--- src/rtl/ex_latency_sequencer.sv ---
`default_nettype none
// ============================================================================
// Module   : ex_latency_sequencer
// Brief    : Holds multi-cycle EX operations for their latency; issues the WB qualifier.
// Revision : 1.0
// ============================================================================
module ex_latency_sequencer #(
  parameter int LAT_MEM     = 2,
  parameter int LAT_ARITH   = 3,
  parameter int LAT_MULSQ   = 4,
  parameter int LAT_DIVSQRT = 5,
  parameter int CNT_WIDTH   = 16
) (
  input  logic                 clk,
  input  logic                 reset,
  input  logic                 issueValid,
  input  logic [2:0]           opClass,
  input  logic [4:0]           rDin,
  input  logic                 wrEnIn,
  input  logic                 kill,
  input  logic                 clearStats,
  output logic                 stall,
  output logic                 busy,
  output logic                 wbValid,
  output logic                 wbWrEn,
  output logic [4:0]           wbAddr,
  output logic                 protoErr,
  output logic [CNT_WIDTH-1:0] stallCycles,
  output logic [CNT_WIDTH-1:0] opsDone
);

  typedef enum logic [0:0] {
    ST_IDLE = 1'b0,
    ST_BUSY = 1'b1
  } state_t;

  localparam logic [CNT_WIDTH-1:0] C_CNT_ONE = {{(CNT_WIDTH-1){1'b0}}, 1'b1};

  state_t               r_state;
  logic [2:0]           r_count;
  logic [2:0]           r_class;
  logic [4:0]           r_rd;
  logic                 r_wren;
  logic                 r_proto_err;
  logic [CNT_WIDTH-1:0] r_stall_cycles;
  logic [CNT_WIDTH-1:0] r_ops_done;

  logic [2:0]           w_cls;
  logic [2:0]           w_lat_new;
  logic [2:0]           w_lat_cur;
  logic                 w_last;

  function automatic logic [2:0] lat_of(input logic [2:0] cls);
    case (cls)
      3'd1:    return 3'(LAT_MEM);
      3'd2:    return 3'(LAT_ARITH);
      3'd3:    return 3'(LAT_MULSQ);
      3'd4:    return 3'(LAT_DIVSQRT);
      default: return 3'd1;
    endcase
  endfunction

  assign w_cls     = (opClass > 3'd4) ? 3'd0 : opClass;
  assign w_lat_new = lat_of(w_cls);
  assign w_lat_cur = lat_of(r_class);
  assign w_last    = (r_count >= (w_lat_cur - 3'd1));

  // Reset and kill both force every combinational qualifier low.
  always_comb begin
    stall   = 1'b0;
    wbValid = 1'b0;
    wbWrEn  = 1'b0;
    wbAddr  = 5'd0;
    if (reset && !kill) begin
      if (r_state == ST_BUSY) begin
        wbAddr = r_rd;
        if (w_last) begin
          wbValid = 1'b1;
          wbWrEn  = r_wren && (r_rd != 5'd0);
        end else begin
          stall = 1'b1;
        end
      end else if (issueValid) begin
        wbAddr = rDin;
        if (w_lat_new == 3'd1) begin
          wbValid = 1'b1;
          wbWrEn  = wrEnIn && (rDin != 5'd0);
        end else begin
          stall = 1'b1;
        end
      end
    end
  end

  always_ff @(posedge clk) begin
    if (!reset) begin
      r_state        <= ST_IDLE;
      r_count        <= 3'd0;
      r_class        <= 3'd0;
      r_rd           <= 5'd0;
      r_wren         <= 1'b0;
      r_proto_err    <= 1'b0;
      r_stall_cycles <= '0;
      r_ops_done     <= '0;
    end else begin
      if (kill) begin
        r_state <= ST_IDLE;
        r_count <= 3'd0;
      end else begin
        case (r_state)
          ST_IDLE: begin
            if (issueValid && (w_lat_new != 3'd1)) begin
              r_class <= w_cls;
              r_rd    <= rDin;
              r_wren  <= wrEnIn;
              r_count <= 3'd1;
              r_state <= ST_BUSY;
            end
          end
          default: begin
            if (w_last) begin
              r_count <= 3'd0;
              r_state <= ST_IDLE;
            end else begin
              r_count <= r_count + 3'd1;
            end
          end
        endcase
      end

      // The held instruction must not change under a stall.
      if ((r_state == ST_BUSY) && ((opClass != r_class) || (rDin != r_rd))) begin
        r_proto_err <= 1'b1;
      end

      if (clearStats) begin
        r_stall_cycles <= '0;
        r_ops_done     <= '0;
      end else begin
        if (stall && !(&r_stall_cycles)) begin
          r_stall_cycles <= r_stall_cycles + C_CNT_ONE;
        end
        if (wbValid) begin
          r_ops_done <= r_ops_done + C_CNT_ONE;
        end
      end
    end
  end

  assign busy        = (r_state == ST_BUSY);
  assign protoErr    = r_proto_err;
  assign stallCycles = r_stall_cycles;
  assign opsDone     = r_ops_done;

endmodule
`default_nettype wire

--- config.mk ---
export PLATFORM = sky130hd
export DESIGN_NAME = ex_latency_sequencer
export DESIGN_NICKNAME = d
export VERILOG_FILES = /design/src/rtl/ex_latency_sequencer.sv
export SDC_FILE = /design/constraint.sdc
export NUM_CORES = 1
export LEC_CHECK = 0
export BUFFER_PORTS_ARGS = -buffer_cell sky130_fd_sc_hd__buf_2
export CAP_MARGIN = 40
export CORE_MARGIN = 1
export CORE_UTILIZATION = 45
export DETAILED_ROUTE_END_ITERATION = 16
export MAX_ROUTING_LAYER = met4
export PLACE_DENSITY = 0.71
export REMOVE_ABC_BUFFERS = 1
export SLEW_MARGIN = 20
export SYNTH_ARGS = -nofsm -noshare
export SYNTH_HDL_FRONTEND = slang
export SYNTH_SLANG_ARGS = --single-unit
export TNS_END_PERCENT = 1
--- constraint.sdc ---
create_clock -name clk -period 2.76 [get_ports clk]
set_input_delay 0.276 -clock clk [delete_from_list [all_inputs] [get_ports clk]]
set_output_delay 0.276 -clock clk [all_outputs]
set_load 0.01 [all_outputs]
# Word level (Yosys, flattened, before mapping)
# Index checks and enable logic that the tools add are counted.
# W data, S select, Z words.
# totals
elab_cells,71
regBits,46
# classes
n_eq_ne,12
n_mux,26
n_lt_le_gt_ge,2
n_bitwise,3
n_reduce_logical,16
add_sub_neg,4
# ops
cell,count
$add A16 B1 Y16 const B,2
$pmux W3 S4,2
$mux W1,17
$reduce_and A16 Y1,1
$mux W5,3
$eq A3 B2 Y1 const B,4
$mux W3,4
$reduce_bool A5 Y1,2
$eq A3 B1 Y1 const B,3
$eq A3 B3 Y1 const B,2
$logic_and A1 B1 Y1,6
$ne A5 B5 Y1,1
$reduce_or A2 Y1,2
$add A3 B1 Y3 const B,1
$ge A3 B3 Y1,1
$gt A3 B3 Y1 const B,1
$ne A3 B1 Y1 const B,1
$ne A3 B3 Y1,1
$not A1 Y1,3
$reduce_and A3 Y1,1
$sub A3 B1 Y3 const B,1
$logic_not A1 Y1,2
$reduce_bool A2 Y1,1
$logic_or A1 B1 Y1,1

# Longest topological paths before layout
# Gate-level depths: netlist of the first run.
# depth
depth_word,10
depth_mapped,11
mapped_depth_nobuf,10

# Worst setup path before layout of the first run
# OpenSTA, ideal clock, no wires.
# synth_path
kind,register to register
start,reg r_class[0]
end,reg r_stall_cycles[15] (netlist: stallCycles[15])
period_less_slack_ns,2.622
t_arrival_ns,2.552
path_stages_with_launch,11
path_slack_ns,0.138
n_path_buf,0
setup_time_ns,0.070
cell_sequence,dfxtp_1 xor2_1 nand2b_1 ha_1 xnor2_1 ha_1 a21oi_1 o211ai_1 a211o_4 or4_1 a21oi_1
# synth_via
elab_chain_cells,8
word_cells_on_any_way,11
classes_between,add/sub (1); order compare (1); eq/ne (4); mux (4); reduce/logical (1)
# synth_rtl
element,line_no,source
"start, declared",41,logic [2:0] r_class;
"start signal, assigned",113,r_class <= w_cls;
"$eq A3 B3 Y1, or another cell as far along",54,case (cls)
$pmux W3 S4 *,54,
$sub A3 B1 Y3 *,66,assign w_last = (r_count >= (w_lat_cur - 3'd1));
$ge A3 B3 Y1 *,66,
$mux W1 *,77,if (w_last) begin
$mux W1 *,75,if (r_state == ST_BUSY) begin
$mux W1 *,74,if (reset && !kill) begin
$logic_and A1 B1 Y1 *,140,if (stall && !(&r_stall_cycles)) begin
"end signal, assigned",141,r_stall_cycles <= r_stall_cycles + C_CNT_ONE;
"end, declared",45,logic [CNT_WIDTH-1:0] r_stall_cycles;
# Mark *: on every way between the ends. The rest lies on a longest branch, timed or not.
# A chain may end at the register's enable or synchronous reset.

# Final worst setup path of the first run
# layout_path
start,reg r_class[0]
end,reg r_stall_cycles[5] (netlist: stallCycles[5])
# Same word-level chain as after synthesis.

==> results of run 1 <==
sequential cells by signal (all words and copies together), names as in the netlist:
name / count
r_count: 3
r_class: 3
stallCycles: 16
busy: 1
protoErr: 1
r_wren: 1
r_rd: 5
opsDone: 16
layer usage:
layer	vias to the layer above	share of wire, %
met4	0	0.78
li1	1337	-
met1	1236	48
met5	-	0
met3	8	4.5
met2	64	47
cells in the mapped netlist, drive strengths merged:
library cell | n | area [um^2]
a31o | 1 | 8.76
a211o | 1 | 17.5
nand4bb | 1 | 11.3
nand4b | 2 | 17.5
or3 | 20 | 130
nand3 | 22 | 110
and4 | 2 | 17.5
a21o | 2 | 15.0
nand3b | 1 | 7.51
xnor2 | 4 | 35.0
nand4 | 8 | 65.1
o2111a | 1 | 11.3
nor2b | 4 | 25.0
o2111ai | 2 | 17.5
nand2 | 31 | 116
dfxtp | 46 | 921
o211ai | 3 | 22.5
inv | 10 | 37.5
o31ai | 4 | 30.0
nand2b | 5 | 31.3
o21a | 1 | 7.51
ha | 7 | 87.6
o32a | 1 | 10.0
nor4 | 4 | 25.0
and3 | 7 | 43.8
a31oi | 1 | 6.26
or4 | 8 | 60.1
o21ai | 27 | 139
a21boi | 9 | 67.6
nor3 | 4 | 20.0
clkbuf | 10 | 37.5
buf | 4 | 20.0
nor2 | 20 | 75.1
xor2 | 9 | 78.8
o211a | 1 | 10.0
a211oi | 3 | 22.5
a21oi | 40 | 200
logic make-up after synthesis:
group,after synthesis,synth area share (%)
fa+ha+maj,7,3.42
buf+inv,24,3.72
simple gates,139,29.5
flops,46,36.0
xor+xnor,13,4.45
compound gates,97,22.9
final cells by class:
cell class                 count  area share [%]
clock buffer                   6            2.27
clock inverter                 2            1.18
inverter                      10            1.18
multi-input combinational    257            50.8
sequential                    46            28.9
tap                           72            2.82
timing repair buffer          72            12.9
path summary, 6_finish.rpt:
path              slack [ns]                     endpoint
setup / recovery        0.08  stallCycles[5]$_SDFFE_PP0P_
hold / removal          0.25          r_wren$_SDFFE_PN0P_
setup reg to reg        0.08  stallCycles[5]$_SDFFE_PP0P_
hold reg to reg         0.48          r_wren$_SDFFE_PN0P_
timing repair:
action,in CTS,in global routing
hold buffers,0,0
pin swaps,0,17
resized for setup,3,18
buffers inserted,0,6
gates cloned,0,1
setup endpoints to repair,2,9
tightest hold or removal path: stages:
cell and delay, ns:
buf_2 0.11, nand3_1 0.05, a21boi_0 0.07
power groups by stage:
| stage | sequential [mW] | clock [mW] | combinational [mW] |
|---|---|---|---|
| floorplan | 0.694 | 0 | 0.0725 |
| global route | 0.678 | 0.546 | 0.160 |
| finish | 0.677 | 0.510 | 0.146 |
| CTS | 0.676 | 0.515 | 0.137 |
| global placement | 0.692 | 0 | 0.133 |
| detailed placement | 0.692 | 0 | 0.135 |
through the flow:
step / area (um^2) / util, % / hold slack [ns] / setup slack, ns / power (mW)
2_1_floorplan: 2500 / - / 0.394 / 0.0668 / 0.766
3_3_place_gp: 2960 / 53.7 / 0.444 / 0.0930 / 0.824
3_5_place_dp: 2960 / 53.7 / 0.461 / 0.00406 / 0.827
4_1_cts: 3080 / 55.9 / 0.251 / 0.00874 / 1.33
5_1_grt: 3190 / 58.0 / 0.273 / -0.0679 / 1.38
6_report: 3190 / 58.0 / 0.253 / 0.0770 / 1.33
==> impl_results.md, run 1 <==
* Final hold vios at 0
* Hold Crit Class: in -> reg
* GR Util met1 at 28.5%
* Slew @ Worst Pin at 0.754 ns
* Wire length per cell at 14.1 um
* Combinational share of power at 11.0%
* Type of element launching the critical path: flop
* 1st-iter DRT viols at 161
* Die X-Extent at 77.4 um
* Cell Int Power at 998 uW
* Hold Path Origin: wrEnIn
* Worst reg2reg startpoint: r_class[0]$_SDFFE_PN0P_
* Status: finished clean
* Final ANT Viol Nets at 0
* GRT Max-Usage Layer: met2
* CP Capture Type: flop
* Share of cells above drive strength 1 at 25.4%
* Via/cell ratio at 5.69
* Setup_tns at 0 ns
* Post-Synthesis Cells at 326
* Footprint of the multi-input gates at 1620 um^2
* Cell row count at 27
* Crit-path max cell delay at 0.49 ns
* Tot GR Track Use at 22.4%
* Slew Limit Headroom at 49.3%
* Commonest non-fill, non-tap cell in the layout: buf_2
* Peak VDD IR at 334 uV
* Routability congestion estimate from global placement at 0.866
* Net Switching at 334 uW
* Port Buffers at 55
* CP top delay family: compound AO/OA/AOI/OAI gates
* Pwr dens at 417 nW/um^2
* Met2 usage at 36.5%
* Total CTS buffers at 5
* Antenna violations before repair at 0
* Die area at 5990 um^2
* Largest net degree at the start of global routing at 21
* CTS tree: done
* GR Util met3 at 4.00%
* Initial Utilization at 46.5%
* Seq/Total Area, Yosys at 36.0%
* Total number of vias at 2645
* Post-Layout Cell Count at 465
* Clock sinks at 46
* Clock slew at reported path FFs at 0.09 ns
* Setup Viol. Count Final at 0
* Critical path peak fanout at 6
* Post-layout min period at 2.68 ns
* Antenna Cells at 0
* Dpl cells at 451
* Reg area at 923 um^2
* Switch share at 25.1%
* Vias in the first global route at 2381
* DRT Pass-1 Iters at 4
* Ports at 56
* Synth Cell Area at 2560 um^2
* Grt total ovfl at 0
* DP HPWL at 4590 um
* Fillcell total at 527
* Avg Cell Area, Syn at 7.85 um^2
* CTS Buffer Depth at 2
* Crit path DAT at 2.93 ns
* Register-to-Register Path Depth at 10
* First-pass GRT wire length at 10700 um
* Slowest cell on the critical path: or4_4
* Lkg Pwr at 1.22 nW
* Worst path depth at 10
* Worst Setup SP: r_class[0]$_SDFFE_PN0P_
* Later-pin clock latency in the skew report at 0.31 ns
* Cells along the critical path: xor2_1 > nand2b_1 > ha_2 > xnor2_1 > ha_1 > a21oi_4 > o211ai_1 > a211o_4 > or4_4 > a21oi_2
* Pins Over Slew Limit at 0
* H-tree depth at 2
* Commonest cells after routing, fill and taps aside: buf_2 (55), dfxtp_1 (44), a21oi_1 (34)
* Tcrit/Tclk final at 97.2%
* CP required at 3.01 ns
* Hold Crit Depth at 3
* CTS root buffer: clkbuf_8
* Fmax at 373 MHz
* Syn. warnings at 0
* Setup Skew at 0.0116 ns
* RSZ-0062 raised after global routing: yes
* Drc violations at 0
* P&R area growth vs syn at 24.8%
* Clk pwr share at 38.2%
* Core area at 5510 um^2
* DRT Wirelength at 6550 um
* Buf/Inv on CP at 0
* #FFs+latches synth at 46
* Max Cap Viol at 0
* Die Ht at 77.4 um
* Sequential Power Share at 50.8%
* Layout Nets at 413
* Setup Crit Path Kind: reg -> reg
* Yosys cell types at 41
Power figures use the tool's default switching activity.
==> run 2, diff against run 1 <==
--- a/config.mk
+++ b/config.mk
@@ -7,11 +7,13 @@
 export LEC_CHECK = 0
 export BUFFER_PORTS_ARGS = -buffer_cell sky130_fd_sc_hd__buf_2
 export CAP_MARGIN = 40
+export CELL_PAD_IN_SITES_DETAIL_PLACEMENT = 1
+export CELL_PAD_IN_SITES_GLOBAL_PLACEMENT = 1
 export CORE_MARGIN = 1
-export CORE_UTILIZATION = 45
+export CORE_UTILIZATION = 35
 export DETAILED_ROUTE_END_ITERATION = 16
 export MAX_ROUTING_LAYER = met4
-export PLACE_DENSITY = 0.71
+export PLACE_DENSITY_LB_ADDON = 0.1
 export REMOVE_ABC_BUFFERS = 1
 export SLEW_MARGIN = 20
 export SYNTH_ARGS = -nofsm -noshare
==> constraint.sdc (replaced) <==
create_clock -name clk -period 2.76 [get_ports clk]
set_input_delay 0.138 -clock clk [delete_from_list [all_inputs] [get_ports clk]]
set_output_delay 0.138 -clock clk [all_outputs]
set_load 0.01 [all_outputs]
==> impl_results.md, run 2 (synthesis gave the netlist of run 1 again) <==
* Die X-Extent at 87.5 um (+13%)
* Routability congestion estimate from global placement at 0.744 (-14%)
* Ports at 56 (unchanged)
* Slowest cell on the critical path: or4_4
* Final ANT Viol Nets at 0 (unchanged)
* Pins Over Slew Limit at 0 (unchanged)
* Hold Path Origin: wrEnIn
* Cells along the critical path: xor2_1 > nand2b_1 > ha_2 > xnor2_1 > ha_1 > a21oi_2 > o211ai_1 > a211o_4 > or4_4 > a21oi_1
* Lkg Pwr at 1.20 nW (-1.3%)
* Total number of vias at 2676 (+1.2%)
* Share of cells above drive strength 1 at 22.8% (-2.7 points)
* Layout Nets at 411 (-0.48%)
* Reg2reg setup slack at 0.1 ns (+0.02 ns)
* Commonest non-fill, non-tap cell in the layout: buf_2
* DRT Wirelength at 7720 um (+18%)
* Peak VDD IR at 141 uV (-58%)
* Fillcell total at 891 (+69%)
* Final Cell Area at 3170 um^2 (-0.86%)
* Die Ht at 87.5 um (+13%)
* CTS Buffer Depth at 2 (unchanged)
* Place WS at 0.0336 ns (+0.0296 ns)
* Clock sinks at 46 (unchanged)
* Final Util at 45.6% (-12 points)
* Final hold vios at 0 (unchanged)
* Wire length per cell at 15.9 um (+13%)
* Hold slack at 0.115 ns (-0.138 ns)
* H-tree depth at 2 (unchanged)
* Slew @ Worst Pin at 0.823 ns (+0.0692 ns)
* Later-pin clock latency in the skew report at 0.31 ns (about the same)
* Dpl cells at 474 (+5.1%)
* Status: finished clean
* Total CTS buffers at 5 (unchanged)
* Initial Utilization at 36.8% (-9.6 points)
* Max Cap Viol at 0 (unchanged)
* Commonest cells after routing, fill and taps aside: buf_2 (55), dfxtp_1 (44), a21oi_1 (38)
* Slew Limit Headroom at 44.6% (-4.7 points)
* Reg area at 923 um^2 (unchanged)
* Footprint of the multi-input gates at 1570 um^2 (-2.9%)
* CTS root buffer: clkbuf_8
* Largest net degree at the start of global routing at 21 (unchanged)
* Worst setup margin at 0.0976 ns (+0.0206 ns)
* DP HPWL at 5410 um (+18%)
* Antenna violations before repair at 0 (unchanged)
* 1st-iter DRT viols at 102 (-37%)
* Cell Area, Placed at 2980 um^2 (+0.76%)
* Fmax at 376 MHz (+0.77%)
* Drc violations at 0 (unchanged)
* Setup Skew at 0.0121 ns (+0.000457 ns)
* Pwr dens at 426 nW/um^2 (+2.1%)
* CP required at 3.01 ns (about the same)
* Crit path DAT at 2.92 ns (about the same)
* Via/cell ratio at 5.49 (-3.4%)
* First-pass GRT wire length at 12300 um (+15%)
* Post-Layout Cell Count at 487 (+4.7%)
* Cell row count at 30 (+11%)
* CTS tree: done
* Post-layout min period at 2.66 ns (-0.0206 ns)
* Setup Crit Path Kind: reg -> reg
* Hold Crit Depth at 3 (unchanged)
* Vias in the first global route at 2545 (+6.9%)
* P&R area growth vs syn at 23.7%
* Antenna Cells at 0 (unchanged)
* WHS Endpoint: r_wren$_SDFFE_PN0P_
* Worst reg2reg startpoint: r_class[0]$_SDFFE_PN0P_
* Crit-path max cell delay at 0.48 ns (about the same)
* Total power at 1.35 mW (+1.2%)
* Register-to-Register Path Depth at 10 (unchanged)
* Clock slew at reported path FFs at 0.10 ns (about the same)
* Hold Crit Class: in -> reg
* DRT Pass-1 Iters at 4 (unchanged)
* Core area at 6940 um^2 (+26%)
* CP Capture Type: flop
* Critical path peak fanout at 6 (unchanged)
* Tcrit/Tclk final at 96.5% (-0.75 points)
* Grt total ovfl at 0 (unchanged)
* Setup Viol. Count Final at 0 (unchanged)
* Type of element launching the critical path: flop
* Reg-to-reg endpoint: stallCycles[5]$_SDFFE_PP0P_
* Setup_tns at 0 ns (unchanged)
* RSZ-0062 raised after global routing: yes
* Port Buffers at 55 (unchanged)
* Tot GR Track Use at 21.1% (-1.2 points)
* Die area at 7660 um^2 (+28%)
## run 2: timing repair
item,in CTS,in global routing
setup endpoints to repair,0,19
setup buffers,0,4
hold buffers,0,0
resized for setup,0,7
## run 2: area by class of cell
class                   instances  area share [%]
repair buffers                 70            12.6
flip-flops and latches         46            29.2
clock buffers                   6            2.29
well taps                      96            3.79
multi-input cells             257            49.7
inverters                      10            1.19
clock inverters                 2            1.19
## run 2: worst max path at each step
stage	depth (start not counted)	slack (ns)	end	startpoint
floorplan	10	0.07	stallCycles[15]$_SDFFE_PP0P_	r_class[0]$_SDFFE_PN0P_
global placement	10	0.07	stallCycles[15]$_SDFFE_PP0P_	r_class[0]$_SDFFE_PN0P_
detailed placement	10	0.03	stallCycles[15]$_SDFFE_PP0P_	r_class[0]$_SDFFE_PN0P_
CTS	10	0.008	stallCycles[5]$_SDFFE_PP0P_	r_class[0]$_SDFFE_PN0P_
global route	10	-0.07	stallCycles[5]$_SDFFE_PP0P_	r_class[0]$_SDFFE_PN0P_
finish	10	0.1	stallCycles[5]$_SDFFE_PP0P_	r_class[0]$_SDFFE_PN0P_
## run 2: power by group
group	switching [mW]	internal [mW]	leakage (nW)
clock network	0.255	0.271	0.0514
registers	0.00670	0.670	0.372
logic	0.0908	0.0540	0.776
## run 2: layer usage
layer | wire, um | GRT usage [%] | vias up
li1 | - | - | 1326
met1 | 3740 | 28.1 | 1285
met2 | 3580 | 32.9 | 56
met3 | 284 | 3.13 | 9
met4 | 119 | 6.71 | 0
met5 | 0 | - | -
## run 2: worst max-delay path: cells and delay by family (launching register included)
family                     cells  cell delay, ns
AOI/OAI and AO/OA              4            0.89
xor gates and xnor gates       2            0.29
DFF                            1            0.35
and+or+nand+nor                2            0.56
adders and majority gates      2            0.50
